==> src/rtl/debounce_edge_if.sv <==
// Signal bundle between the input synchronizer/consumer side and debounce_edge.
// master drives the synchronized level; slave (the debouncer) drives the outputs.
interface debounce_edge_if;
  logic       sig;
  logic       level;
  logic       rise;
  logic       fall;
  logic [7:0] press_count;
  logic       long_press;

  modport master (
    output sig,
    input  level,
    input  rise,
    input  fall,
    input  press_count,
    input  long_press
  );

  modport slave (
    input  sig,
    output level,
    output rise,
    output fall,
    output press_count,
    output long_press
  );
endinterface

==> src/rtl/debounce_edge.sv <==
// Counter-based button debouncer with registered rise/fall pulses and a wrapping press counter.
// Optional long-press detection is built only when LONG_PRESS_EN is defined.
module debounce_edge #(
  parameter int unsigned DEBOUNCE_CYCLES = 1000000,
  parameter int unsigned LONG_CYCLES     = 50000000
) (
  input  logic           clk,
  input  logic           rst,
  debounce_edge_if.slave bus
);

  localparam int unsigned CNT_W = $clog2(DEBOUNCE_CYCLES);
  localparam logic [CNT_W-1:0] CntLast = CNT_W'(DEBOUNCE_CYCLES - 1);

  if (DEBOUNCE_CYCLES < 2 || LONG_CYCLES < 1) begin : g_param_err
    $error("debounce_edge: DEBOUNCE_CYCLES must be >= 2 and LONG_CYCLES >= 1");
  end

  typedef enum logic [1:0] {SLow, SRise, SHigh, SFall} state_e;

  state_e           state_d, state_q;
  logic [CNT_W-1:0] cnt_d, cnt_q;
  logic             level_d, level_q;
  logic             rise_d, rise_q;
  logic             fall_d, fall_q;
  logic [7:0]       press_count_d, press_count_q;

  always_comb begin
    state_d       = state_q;
    cnt_d         = cnt_q;
    level_d       = level_q;
    rise_d        = 1'b0;
    fall_d        = 1'b0;
    press_count_d = press_count_q;
    unique case (state_q)
      SLow: begin
        if (bus.sig) begin
          state_d = SRise;
          cnt_d   = CNT_W'(1);
        end
      end
      SRise: begin
        if (!bus.sig) begin
          state_d = SLow;
          cnt_d   = '0;
        end else if (cnt_q == CntLast) begin
          state_d       = SHigh;
          cnt_d         = '0;
          level_d       = 1'b1;
          rise_d        = 1'b1;
          press_count_d = press_count_q + 8'd1;
        end else begin
          cnt_d = cnt_q + CNT_W'(1);
        end
      end
      SHigh: begin
        if (!bus.sig) begin
          state_d = SFall;
          cnt_d   = CNT_W'(1);
        end
      end
      SFall: begin
        // Bounce back to high keeps the level and any hold progress.
        if (bus.sig) begin
          state_d = SHigh;
          cnt_d   = '0;
        end else if (cnt_q == CntLast) begin
          state_d = SLow;
          cnt_d   = '0;
          level_d = 1'b0;
          fall_d  = 1'b1;
        end else begin
          cnt_d = cnt_q + CNT_W'(1);
        end
      end
      default: begin
        state_d = SLow;
        cnt_d   = '0;
      end
    endcase
  end

  always_ff @(posedge clk) begin
    if (rst) begin
      state_q       <= SLow;
      cnt_q         <= '0;
      level_q       <= 1'b0;
      rise_q        <= 1'b0;
      fall_q        <= 1'b0;
      press_count_q <= 8'd0;
    end else begin
      state_q       <= state_d;
      cnt_q         <= cnt_d;
      level_q       <= level_d;
      rise_q        <= rise_d;
      fall_q        <= fall_d;
      press_count_q <= press_count_d;
    end
  end

  assign bus.level       = level_q;
  assign bus.rise        = rise_q;
  assign bus.fall        = fall_q;
  assign bus.press_count = press_count_q;

`ifdef LONG_PRESS_EN
  localparam int unsigned HOLD_W = $clog2(LONG_CYCLES + 1);
  localparam logic [HOLD_W-1:0] HoldMax = HOLD_W'(LONG_CYCLES);

  logic [HOLD_W-1:0] hold_cnt_d, hold_cnt_q;
  logic              long_press_d, long_press_q;

  // Saturating at HoldMax guarantees a single long_press per accepted press.
  always_comb begin
    hold_cnt_d   = hold_cnt_q;
    long_press_d = 1'b0;
    if (rise_d || fall_d) begin
      hold_cnt_d = '0;
    end else if (state_q == SHigh && hold_cnt_q != HoldMax) begin
      hold_cnt_d = hold_cnt_q + HOLD_W'(1);
      if (hold_cnt_q == HoldMax - HOLD_W'(1)) begin
        long_press_d = 1'b1;
      end
    end
  end

  always_ff @(posedge clk) begin
    if (rst) begin
      hold_cnt_q   <= '0;
      long_press_q <= 1'b0;
    end else begin
      hold_cnt_q   <= hold_cnt_d;
      long_press_q <= long_press_d;
    end
  end

  assign bus.long_press = long_press_q;
`else
  assign bus.long_press = 1'b0;
`endif

endmodule

==> src/flat_wrapper.sv <==
// flat-port wrapper written by rule: the top's interface ports become plain ports
module debounce_edge_flat 
#(
  parameter int unsigned DEBOUNCE_CYCLES = 1000000,
  parameter int unsigned LONG_CYCLES     = 50000000
)
  (clk, rst, bus_sig, bus_level, bus_rise, bus_fall, bus_press_count, bus_long_press);
  debounce_edge_if bus_i ();
  input  logic clk;
  input  logic rst;
  input wire logic [$bits(bus_i.sig)-1:0] bus_sig;
  output wire logic [$bits(bus_i.level)-1:0] bus_level;
  output wire logic [$bits(bus_i.rise)-1:0] bus_rise;
  output wire logic [$bits(bus_i.fall)-1:0] bus_fall;
  output wire logic [$bits(bus_i.press_count)-1:0] bus_press_count;
  output wire logic [$bits(bus_i.long_press)-1:0] bus_long_press;
  assign bus_i.sig = bus_sig;
  assign bus_level = bus_i.level;
  assign bus_rise = bus_i.rise;
  assign bus_fall = bus_i.fall;
  assign bus_press_count = bus_i.press_count;
  assign bus_long_press = bus_i.long_press;
  debounce_edge #(.DEBOUNCE_CYCLES(DEBOUNCE_CYCLES), .LONG_CYCLES(LONG_CYCLES)) u_core (.clk(clk), .rst(rst), .bus(bus_i));
endmodule
==> config.mk <==
export PLATFORM = sky130hd
export DESIGN_NAME = debounce_edge_flat
export DESIGN_NICKNAME = d
export VERILOG_FILES = /design/src/rtl/debounce_edge_if.sv /design/src/rtl/debounce_edge.sv /design/src/flat_wrapper.sv
export SDC_FILE = /design/constraint.sdc
export NUM_CORES = 1
export LEC_CHECK = 0
export ABC_AREA = 1
export BUFFER_PORTS_ARGS = -buffer_cell sky130_fd_sc_hd__buf_2
export CAP_MARGIN = 5
export CORE_UTILIZATION = 59
export CTS_CLUSTER_DIAMETER = 100
export DETAILED_ROUTE_END_ITERATION = 7
export MAX_ROUTING_LAYER = met4
export PLACE_DENSITY = 0.77
export RECOVER_POWER = 100
export SYNTH_ARGS = -nofsm -noshare
export SYNTH_HDL_FRONTEND = slang
export SYNTH_SLANG_ARGS = --single-unit
==> constraint.sdc <==
create_clock -name clk -period 1.9 [get_ports clk]
set_input_delay 0.285 -clock clk [delete_from_list [all_inputs] [get_ports clk]]
set_output_delay 0.285 -clock clk [all_outputs]
set_load 0.02 [all_outputs]
==> results of run 1 <==
[cell type report]
type | count | share of cell area [%]
multi-input cells | 214 | 51.2
flip-flops and latches | 33 | 32.0
clock buffers | 6 | 2.49
repair buffers | 17 | 3.94
inverters | 32 | 5.89
well taps | 44 | 2.67
clock inverters | 2 | 1.82
[tightest hold or removal path, cell delays in order]
cell and delay [ns]:
sky130_fd_sc_hd__buf_2 0.09, sky130_fd_sc_hd__inv_1 0.06, sky130_fd_sc_hd__nand3_1 0.10, sky130_fd_sc_hd__nor3_1 0.06
[cells by family after synthesis]
group | after synthesis
and+or+nand+nor | 168
buffers and inverters | 38
DFF | 33
AOI/OAI and AO/OA | 31
xor gates and xnor gates | 12
adders and majority gates | 2
other | 1
[worst paths after layout]
path / from / to / cells past startpoint
worst max-delay path: u_core.cnt_q[0]$_SDFFE_PP0P_ / u_core.bus.press_count[5]$_SDFFE_PP0P_ / 7
worst min-delay path: bus_sig / u_core.bus.fall$_SDFF_PP0_ / 4
worst max register to register: u_core.cnt_q[0]$_SDFFE_PP0P_ / u_core.bus.press_count[5]$_SDFFE_PP0P_ / 7
worst min register to register: u_core.bus.level$_SDFFE_PP0P_ / u_core.bus.level$_SDFFE_PP0P_ / 2
[synthesized netlist by cell type (2+ instances only)]
library cell,count
sky130_fd_sc_hd__xnor2_1,7
sky130_fd_sc_hd__buf_4,2
sky130_fd_sc_hd__nand2_1,90
sky130_fd_sc_hd__nand2_4,2
sky130_fd_sc_hd__xor2_1,5
sky130_fd_sc_hd__nand3_1,23
sky130_fd_sc_hd__ha_1,2
sky130_fd_sc_hd__o21bai_1,2
sky130_fd_sc_hd__inv_1,29
sky130_fd_sc_hd__nor2_1,30
sky130_fd_sc_hd__clkbuf_1,2
sky130_fd_sc_hd__nor2_2,3
sky130_fd_sc_hd__nor3_1,3
sky130_fd_sc_hd__nand4_1,7
sky130_fd_sc_hd__nand3_2,2
sky130_fd_sc_hd__o21ai_0,3
sky130_fd_sc_hd__dfxtp_1,33
sky130_fd_sc_hd__a21oi_1,25
[state kept, by name, summed over array words and instances, names as in the netlist, named ones only]
register / flops
u_core.state_q: 1
u_core.bus.level: 1
u_core.bus.fall: 1
u_core.bus.press_count: 8
u_core.cnt_q: 20
u_core.bus.rise: 1
[where the power goes]
part	switching (mW)	leakage (nW)	internal, mW
clock network	0.259	0.0445	0.312
logic	0.0877	0.516	0.0333
registers	0.00996	0.266	0.702
[metal layers]
metal,vias up,wire length [um]
met1,807,1870
met3,9,227
met4,0,87
met5,-,0
met2,51,1830
li1,940,-
==> results_dict.tcl, run 1 <==
set metrics [dict create \
    hold_violations 0 \
    postCtsResizedCells 0 \
    crit_arrival_ns 1.91 \
    fp.dieH_um 58.6 \
    clkSinkCount 33 \
    boundary_pin_count 15 \
    post-cts-setup-buffer-count 0 \
    clk_transition_reported_paths_ns 0.11 \
    drc_errors 1 \
    xor_and_xnor_fraction_of_the_mapped_netlist_area_pct 5.57 \
    multi_input_comb_area_um2 1050 \
    groute.usage.overall_pct 27.4 \
    worstSkewPairLatency_ns 0.35 \
    layout.cells.most_common "sky130_fd_sc_hd__nand2_1" \
    grtUsageMet2_pct 43.5 \
    syn_inst 285 \
    die_width_um 58.6 \
    cp-start-kind "flop" \
    netlist.area_leader.share_pct 35.0 \
    rsz_0062_raised_after_global_routing "false" \
    synthSimpleGateAreaFrac_pct 40.8 \
    synthesis.area_per_instance_um2 6.62 \
    finalPower_mw 1.40 \
    drt-vias-per-instance 5.19 \
    routed-via-count 1807 \
    cp_cell_sequence "ha_1, nand3_1, nor2_1, nand4_2, clkinv_2, nand2_1, a21oi_1" \
    floorplan.die_area_um2 3430 \
    syn2layout_area_growth_pct 9.28 \
    fin_crit_sh_pct 85.4 \
    irDropWorstVdd_uv 564 \
    compound_gate_portion_of_the_synthesized_area_pct 8.55 \
    postSynthNetCount 290 \
    fin_setup_tns_ns 0 \
    finalSetupViolations 0 \
    place.gp.congestion 0.845 \
    placement.io_buffers 13 \
    bufs_on_longest_clock_path 2 \
    detail_route.wl_per_cell_um 11.5 \
    core_um2 3050 \
    ratio_of_cells_with_drive_above_1_in_the_final_layout_pct 9.54 \
    initial_antenna_violation_count 0 \
    worst_ep_required_time_ns 2.19 \
    finish.instance_area_um2 2060 \
    worst_path_dominant_cell_family "simple AND/OR/NAND/NOR gates" \
    worstPathBufferInverterCount 1 \
    ctsHtreeMaxLevel 2 \
    timing.reg2reg.setup_slack_ns 0.28 \
    synth_sequential_area_ratio_pct 35.0 \
    synth.top_cells.by_area "sky130_fd_sc_hd__dfxtp_1 35%, sky130_fd_sc_hd__nand2_1 18%, sky130_fd_sc_hd__a21oi_1 6.6%" \
    critical_path.slowest_cell "sky130_fd_sc_hd__dfxtp_1" \
    grt_first_pass_wirelength_mm 6.88 \
    synth_area_um2 1890 \
    outcome "complete, but fails checks" \
    cts_tree "yes" \
    path_max_fanout 9 \
    max_slew.worst_pin.slew_ns 0.549 \
    fin_worst_skew_ns 0.00597 \
    ys.warnings.count 0 \
    grt_most_used_layer "met2" \
    post_layout_nonfiller_instances 348 \
    num_antenna_cells 0 \
    pre_cts_slack_ns 0.291 \
    grt_start_max_net_pins 25 \
    path_class "flop to flop" \
    register_area_um2 661 \
    max_slew_violation_count 0 \
    power_density_nw_per_um2 681 \
    global_route.overflow_total 0 \
    finalWorstSetupSlack_ns 0.277 \
    placement_rows 20 \
    cts_hold_buffers 0 \
    place_hpwl_mm 2.87 \
    drt_pass1_iterations 6 \
    numCtsBuffers 5 \
    post_placement_cell_count 340 \
    postRouteAntennaNets 0 \
    filler_cell_count 302 \
    synth.lib_cells_used.distinct 33 \
    gr-usage-met3_pct 6.59 \
    gr-usage-met1_pct 33.6 \
    max_slew_margin_pct 63.4 \
    sort_of_element_at_the_end_of_the_critical_path "flop" \
    violations "DRC" \
    final_core_util_pct 67.5 \
    layout_min_cycle_time_ns 1.62 \
    leakage_power_figure_nw 0.827 \
    vias_in_the_first_global_route 1604 \
    start_util_pct 61.8 \
    cts_root_buffer "sky130_fd_sc_hd__clkbuf_4" \
    layout.cells.most_common_list "90 x sky130_fd_sc_hd__nand2_1, 33 x sky130_fd_sc_hd__dfxtp_1, 30 x sky130_fd_sc_hd__nor2_1, 29 x sky130_fd_sc_hd__inv_1" \
    synth_adder_area_share_pct 1.33 \
    post_synth_mux_area_share_pct 0 \
    max_cap_viol_count 0 \
    synth_largest_area_cell "sky130_fd_sc_hd__dfxtp_1" \
    fin_worst_hold_slack_ns 0.272 \
    postSynth.topFlopCell "sky130_fd_sc_hd__dfxtp_1" \
    synth_top_family_by_area "simple AND/OR/NAND/NOR gates" \
    postPlaceCellArea_um2 2000 \
    synth_async_sr_flop_share_pct 0 \
    timing.hold.worst.class "input pin to flop" \
    drt_iter0_markers 112 \
    nNetsFinal 308 \
    cp_slowest_stage_delay_ns 0.38 \
    synth_enable_flop_cells 0 \
    routed_wirelength_mm 4.01 \
    max_clock_freq_ghz 0.616 \
    ys_ff_latch 33 \
]
Power figures use the tool's default switching activity.
==> run 2: changes to the inputs <==
- CELL_PAD_IN_SITES_DETAIL_PLACEMENT: not set -> 1
- CELL_PAD_IN_SITES_GLOBAL_PLACEMENT: not set -> 2
- CORE_UTILIZATION: 59 -> 33
- CTS_CLUSTER_DIAMETER: 100 -> not set
==> run 2 against run 1 <==
Effect of this change: the flow now finishes without violations; design area grew 3.9%; routed wire length increased by 29%; sequential share of layout area shrank 1.2 points; sequential cell count is the same; clock skew about the same; global-route usage fell by 7.7 points; combinational power grew 11%; register-to-register slack worse by 0.08 ns; critical path type unchanged; largest cell class unchanged.
==> results_dict.tcl, run 2 (synthesis gave the netlist of run 1 again) <==
set metrics [dict create \
    outcome "finished clean" \
    leakage_power_figure_nw 0.846 \
    worst_path_dominant_cell_family "simple AND/OR/NAND/NOR gates" \
    nNetsFinal 310 \
    floorplan.die_area_um2 6020 \
    bufs_on_longest_clock_path 2 \
    routed-via-count 1863 \
    path_class "flop to flop" \
    place.gp.congestion 0.783 \
    hold_violations 0 \
    fin_crit_sh_pct 89.8 \
    drc_errors 0 \
    clkSinkCount 33 \
    drt-vias-per-instance 4.93 \
    largest-register "u_core.cnt_q" \
    cts_hold_buffers 0 \
    worstSkewPairLatency_ns 0.29 \
    post_placement_cell_count 370 \
    global_route.overflow_total 0 \
    worstPathBufferInverterCount 0 \
    largest_register_ff_count 20 \
    ctsHtreeMaxLevel 2 \
    max_cap_viol_count 0 \
    placement.io_buffers 13 \
    register_area_um2 661 \
    post_layout_nonfiller_instances 378 \
    max_clock_freq_ghz 0.586 \
    detail_route.wl_per_cell_um 13.7 \
    placement_rows 27 \
    irDropWorstVdd_uv 472 \
    crit_arrival_ns 1.90 \
    fin_setup_tns_ns 0 \
    pre_cts_slack_ns 0.207 \
    initial_antenna_violation_count 0 \
    power_density_nw_per_um2 725 \
    cts_root_buffer "sky130_fd_sc_hd__clkbuf_8" \
    filler_cell_count 733 \
    numCtsBuffers 5 \
    fin_worst_skew_ns 0.00578 \
    core_um2 5510 \
    fin_worst_hold_slack_ns 0.359 \
    cts_tree "yes" \
    die_width_um 77.6 \
    finalPower_mw 1.55 \
    rsz_0062_raised_after_global_routing "false" \
    grt_first_pass_wirelength_mm 8.98 \
    finalWorstSetupSlack_ns 0.194 \
    grt_start_max_net_pins 25 \
    layout_min_cycle_time_ns 1.71 \
    num_antenna_cells 0 \
    vias_in_the_first_global_route 1876 \
    max_slew_violation_count 0 \
    syn2layout_area_growth_pct 13.5 \
    postRouteAntennaNets 0 \
    timing.hold.worst.class "input pin to flop" \
    final_core_util_pct 38.9 \
    drt_pass1_iterations 4 \
    layout.cells.most_common_list "90 x sky130_fd_sc_hd__nand2_1, 33 x sky130_fd_sc_hd__dfxtp_1, 30 x sky130_fd_sc_hd__nor2_1, 29 x sky130_fd_sc_hd__inv_1" \
    finish.instance_area_um2 2140 \
    ratio_of_cells_with_drive_above_1_in_the_final_layout_pct 9.80 \
    finalSetupViolations 0 \
    post-cts-setup-buffer-count 0 \
    postPlaceCellArea_um2 2050 \
    routed_wirelength_mm 5.16 \
    boundary_pin_count 15 \
    multi_input_comb_area_um2 1050 \
    start_util_pct 34.3 \
    layout.cells.most_common "sky130_fd_sc_hd__nand2_1" \
    postCtsResizedCells 0 \
    cp-start-kind "flop" \
    groute.usage.overall_pct 19.7 \
    cp_cell_sequence "ha_1, nand2_1, nor3_4, nand3_4, nand2_4, nand3_1, and3_2" \
    cp_slowest_stage_delay_ns 0.39 \
    fp.dieH_um 77.6 \
    drt_iter0_markers 56 \
    critical_path.slowest_cell "sky130_fd_sc_hd__dfxtp_1" \
    sort_of_element_at_the_end_of_the_critical_path "flop" \
    clk_transition_reported_paths_ns 0.07 \
    timing.reg2reg.setup_slack_ns 0.19 \
    worst_ep_required_time_ns 2.09 \
    place_hpwl_mm 3.85 \
    path_max_fanout 8 \
]
run 2: cell count changes in the layout (fill, tap and decap cells not counted):
cell	before	now
sky130_fd_sc_hd__clkbuf_1	11	12
sky130_fd_sc_hd__clkbuf_8	1	6
sky130_fd_sc_hd__inv_2	2	1
sky130_fd_sc_hd__clkbuf_4	5	0
sky130_fd_sc_hd__buf_4	4	5
sky130_fd_sc_hd__inv_4	0	1
run 2: cell type report:
class	count	share of cell area, %
timing repair buffer	19	4.32
tap	72	4.21
clock inverter	2	1.75
sequential	33	30.8
clock buffer	6	3.86
multi-input combinational	214	49.2
inverter	32	5.78
run 2: power breakdown:
group          internal (mW)  total, mW  switching, mW  leakage [nW]
sequential             0.702      0.714         0.0119         0.266
clock                  0.426      0.704          0.278        0.0574
combinational         0.0354      0.134         0.0986         0.522
run 2: path summary, 6_finish.rpt:
check / startpoint / endpoint / depth (start not counted)
setup / recovery: u_core.cnt_q[0]$_SDFFE_PP0P_ / u_core.state_q[0]$_SDFFE_PP0P_ / 7
hold / removal: bus_sig / u_core.bus.fall$_SDFF_PP0_ / 4
setup reg to reg: u_core.cnt_q[0]$_SDFFE_PP0P_ / u_core.state_q[0]$_SDFFE_PP0P_ / 7
hold reg to reg: u_core.bus.level$_SDFFE_PP0P_ / u_core.bus.level$_SDFFE_PP0P_ / 2
run 2: layer usage:
layer	vias to the layer above	global-route usage, %	part of all wire, %
met2	16	32.2	48
met5	-	-	0
li1	944	-	-
met3	6	3.53	1.8
met4	0	6.23	1.4
met1	897	24.6	49
run 2: worst reg2reg max path, delay by kind of cell, from the launching register on:
kind / cells / cell delay [ns]
and+or+nand+nor: 6 / 0.99
DFF: 1 / 0.39
adders and majority gates: 1 / 0.23
==> run 3: changes to the inputs <==
- ABC_AREA: 1 -> not set
- CORE_UTILIZATION: 33 -> 35
- PLACE_DENSITY: 0.77 -> 0.75
- SKIP_LAST_GASP: not set -> 1
==> run 3 against run 2 <==
Effect of this change: the flow now finishes with violations (setup timing); worst setup slack worse by 0.20 ns; first-iteration DRC count rose by 100%; count of clock-buffer cells in the layout shrank 1; critical endpoint is now u_core.bus.press_count[5]$_SDFFE_PP0P_.
==> results_dict.tcl, run 3 <==
set metrics [dict create \
    synth_area_um2 1660 \
    drt-vias-per-instance 5.64 \
    register_area_um2 668 \
    synth_enable_flop_cells 0 \
    bufs_on_longest_clock_path 2 \
    cts_root_buffer "sky130_fd_sc_hd__clkbuf_8" \
    nNetsFinal 242 \
    placement.io_buffers 13 \
    irDropWorstVdd_uv 456 \
    clk_transition_reported_paths_ns 0.08 \
    grtUsageMet2_pct 37.5 \
    post-synth-top-count-cell "sky130_fd_sc_hd__dfxtp_1" \
    largest_register_ff_count 20 \
    rsz_0062_raised_after_global_routing "true" \
    hold_violations 0 \
    path_class "flop to flop" \
    r2r_end "u_core.bus.press_count[5]$_SDFFE_PP0P_" \
    routed_wirelength_mm 5.03 \
    timing.hold.worst.class "input pin to flop" \
    groute.usage.overall_pct 22.1 \
    drt_iter0_markers 114 \
    synth_largest_area_cell "sky130_fd_sc_hd__dfxtp_1" \
    start_util_pct 37.3 \
    ys_top_cells_by_count "33 x sky130_fd_sc_hd__dfxtp_1, 24 x sky130_fd_sc_hd__nor2_1, 20 x sky130_fd_sc_hd__nand2_1, 12 x sky130_fd_sc_hd__nand3_1, 11 x sky130_fd_sc_hd__nand4_1" \
    synthesis.area_per_instance_um2 8.42 \
    reg2regPathDepth 5 \
    max_slew_violation_count 0 \
    grt_start_max_net_pins 25 \
    synth.lib_cells_used.distinct 43 \
    routed-via-count 1636 \
    gr-usage-met1_pct 26.0 \
    fin_worst_hold_slack_ns 0.201 \
    drt_pass1_iterations 6 \
    floorplan.die_area_um2 5020 \
    clkSinkCount 33 \
    crit_end "u_core.bus.press_count[5]$_SDFFE_PP0P_" \
    vias_in_the_first_global_route 1698 \
    layout_min_cycle_time_ns 1.90 \
    sort_of_element_at_the_end_of_the_critical_path "flop" \
    finalSetupViolations 1 \
    drc_errors 0 \
    layout.cells.most_common_list "27 x sky130_fd_sc_hd__dfxtp_1, 27 x sky130_fd_sc_hd__buf_4, 23 x sky130_fd_sc_hd__nor2_1, 19 x sky130_fd_sc_hd__nand2_1, 12 x sky130_fd_sc_hd__clkbuf_1" \
    synth_sequential_area_ratio_pct 39.8 \
    post_layout_nonfiller_instances 290 \
    num_antenna_cells 0 \
    global_route.overflow_total 0 \
    postSynth.topFlopCell "sky130_fd_sc_hd__dfxtp_1" \
    die_width_um 70.9 \
    multi_input_comb_area_um2 1040 \
    violations "setup timing" \
    postSynthNetCount 202 \
    syn2layout_area_growth_pct 30.0 \
    ys.warnings.count 0 \
    core_um2 4440 \
    gr-usage-met3_pct 4.13 \
    numCtsBuffers 5 \
    largest-register "u_core.cnt_q" \
    worstReg2RegStart "u_core.cnt_q[8]$_SDFFE_PP0P_" \
    filler_cell_count 550 \
    power_density_nw_per_um2 623 \
    outcome "complete, but fails checks" \
    cts_tree "yes" \
    synth.top_cells.by_area "sky130_fd_sc_hd__dfxtp_1 40%, sky130_fd_sc_hd__nor2_1 5.4%, sky130_fd_sc_hd__nand2_1 4.5%" \
    timing.reg2reg.setup_slack_ns -0.004 \
    post_placement_cell_count 280 \
    crit_arrival_ns 2.08 \
    grt_most_used_layer "met2" \
    max_clock_freq_ghz 0.525 \
    boundary_pin_count 15 \
    ys_ff_latch 33 \
    path_max_fanout 6 \
    detail_route.wl_per_cell_um 17.3 \
    worstSetupStartpoint "u_core.cnt_q[8]$_SDFFE_PP0P_" \
    fin_crit_sh_pct 100 \
    place.gp.congestion 0.821 \
    place_hpwl_mm 3.72 \
    ctsHtreeMaxLevel 2 \
    max_cap_viol_count 0 \
    netlist.area_leader.share_pct 39.8 \
    finalWorstSetupSlack_ns -0.00399 \
    ratio_of_cells_with_drive_above_1_in_the_final_layout_pct 28.2 \
    leakage_power_figure_nw 0.758 \
    synth_async_sr_flop_share_pct 0 \
    cp-start-kind "flop" \
    syn_inst 197 \
    cts_hold_buffers 0 \
    postRouteAntennaNets 0 \
    worstSkewPairLatency_ns 0.30 \
    worst_ep_required_time_ns 2.07 \
    placement_rows 24 \
    grt_first_pass_wirelength_mm 8.22 \
    fin_worst_skew_ns 0.0107 \
    initial_antenna_violation_count 0 \
    fp.dieH_um 70.9 \
]
[run 3: changes by cell type in the layout (fill, tap and decap cells not counted), sizes merged, moves of 7 or more]
cell and delta:
a21oi -15, a22o +7, a31oi +8, buf +23, inv -28, nand2 -73
nand3 -14, nor2 -10
[run 3: worst min-delay path by stage]
stage | from | endpoint | slack [ns] | depth (start not counted)
finish | bus_sig | u_core.bus.fall$_SDFF_PP0_ | 0.20 | 2
global route | bus_sig | u_core.bus.fall$_SDFF_PP0_ | 0.21 | 2
CTS | bus_sig | u_core.bus.fall$_SDFF_PP0_ | 0.20 | 2
detailed placement | u_core.bus.level$_SDFFE_PP0P_ | u_core.bus.level$_SDFFE_PP0P_ | 0.48 | 2
global placement | u_core.bus.level$_SDFFE_PP0P_ | u_core.bus.level$_SDFFE_PP0P_ | 0.47 | 2
floorplan | bus_sig | u_core.bus.fall$_SDFF_PP0_ | 0.36 | 1
[run 3: area by class of cell]
cell class	count	area share (%)
flip-flops and latches	33	31.0
multi-input cells	152	48.4
well taps	52	3.02
repair buffers	42	12.9
inverters	3	0.522
clock inverters	3	1.04
clock buffers	5	3.19
[run 3: stage by stage]
step	setup TNS (ns)	power (mW)	util, %	area, um^2	worst slack [ns]
final	-0.00399	1.34	48.5	2160	-0.00399
after CTS	-0.0410	1.35	47.6	2110	-0.0204
after global routing	-0.321	1.40	48.5	2160	-0.0517
after floorplan	0	0.773	-	1700	0.00666
after global placement	-0.0110	0.805	44.9	2000	-0.00687
after detailed placement	-0.409	0.809	44.9	2000	-0.138
[run 3: critical path, cell delays in order (launching register included)]
cell,delay (ns)
sky130_fd_sc_hd__dfxtp_2,0.32
sky130_fd_sc_hd__or4b_1,0.56
sky130_fd_sc_hd__or3b_4,0.46
sky130_fd_sc_hd__nor3_2,0.22
sky130_fd_sc_hd__xnor2_1,0.15
sky130_fd_sc_hd__nor2_1,0.06
[run 3: kinds of logic (layout without fill, tap and decap cells)]
family                     count (synthesis)  after routing  synth area share (%)
and+or+nand+nor                           95             95                  31.1
AOI/OAI and AO/OA                         40             40                  16.3
DFF                                       33             33                  39.8
xor gates and xnor gates                  12             12                  6.33
buffers and inverters                     12             53                  3.47
adders and majority gates                  2              2                  1.51
muxes                                      2              2                  1.21
other                                      1              1                 0.226
[run 3: power by group]
group          internal, mW  switching [mW]
Clock                 0.257           0.291
Sequential            0.700         0.00597
Combinational        0.0345          0.0552
[run 3: layer usage]
layer | routed length, um | up-vias
met3 | 111 | 8
li1 | - | 800
met4 | 65 | 0
met2 | 2540 | 22
met5 | 0 | -
met1 | 2310 | 806
[run 3: what timing repair did]
action	in CTS	in global routing
pin swaps	0	4
gates resized for setup	7	11
gates cloned	0	0
buffers inserted	0	2
setup endpoints to repair	10	14
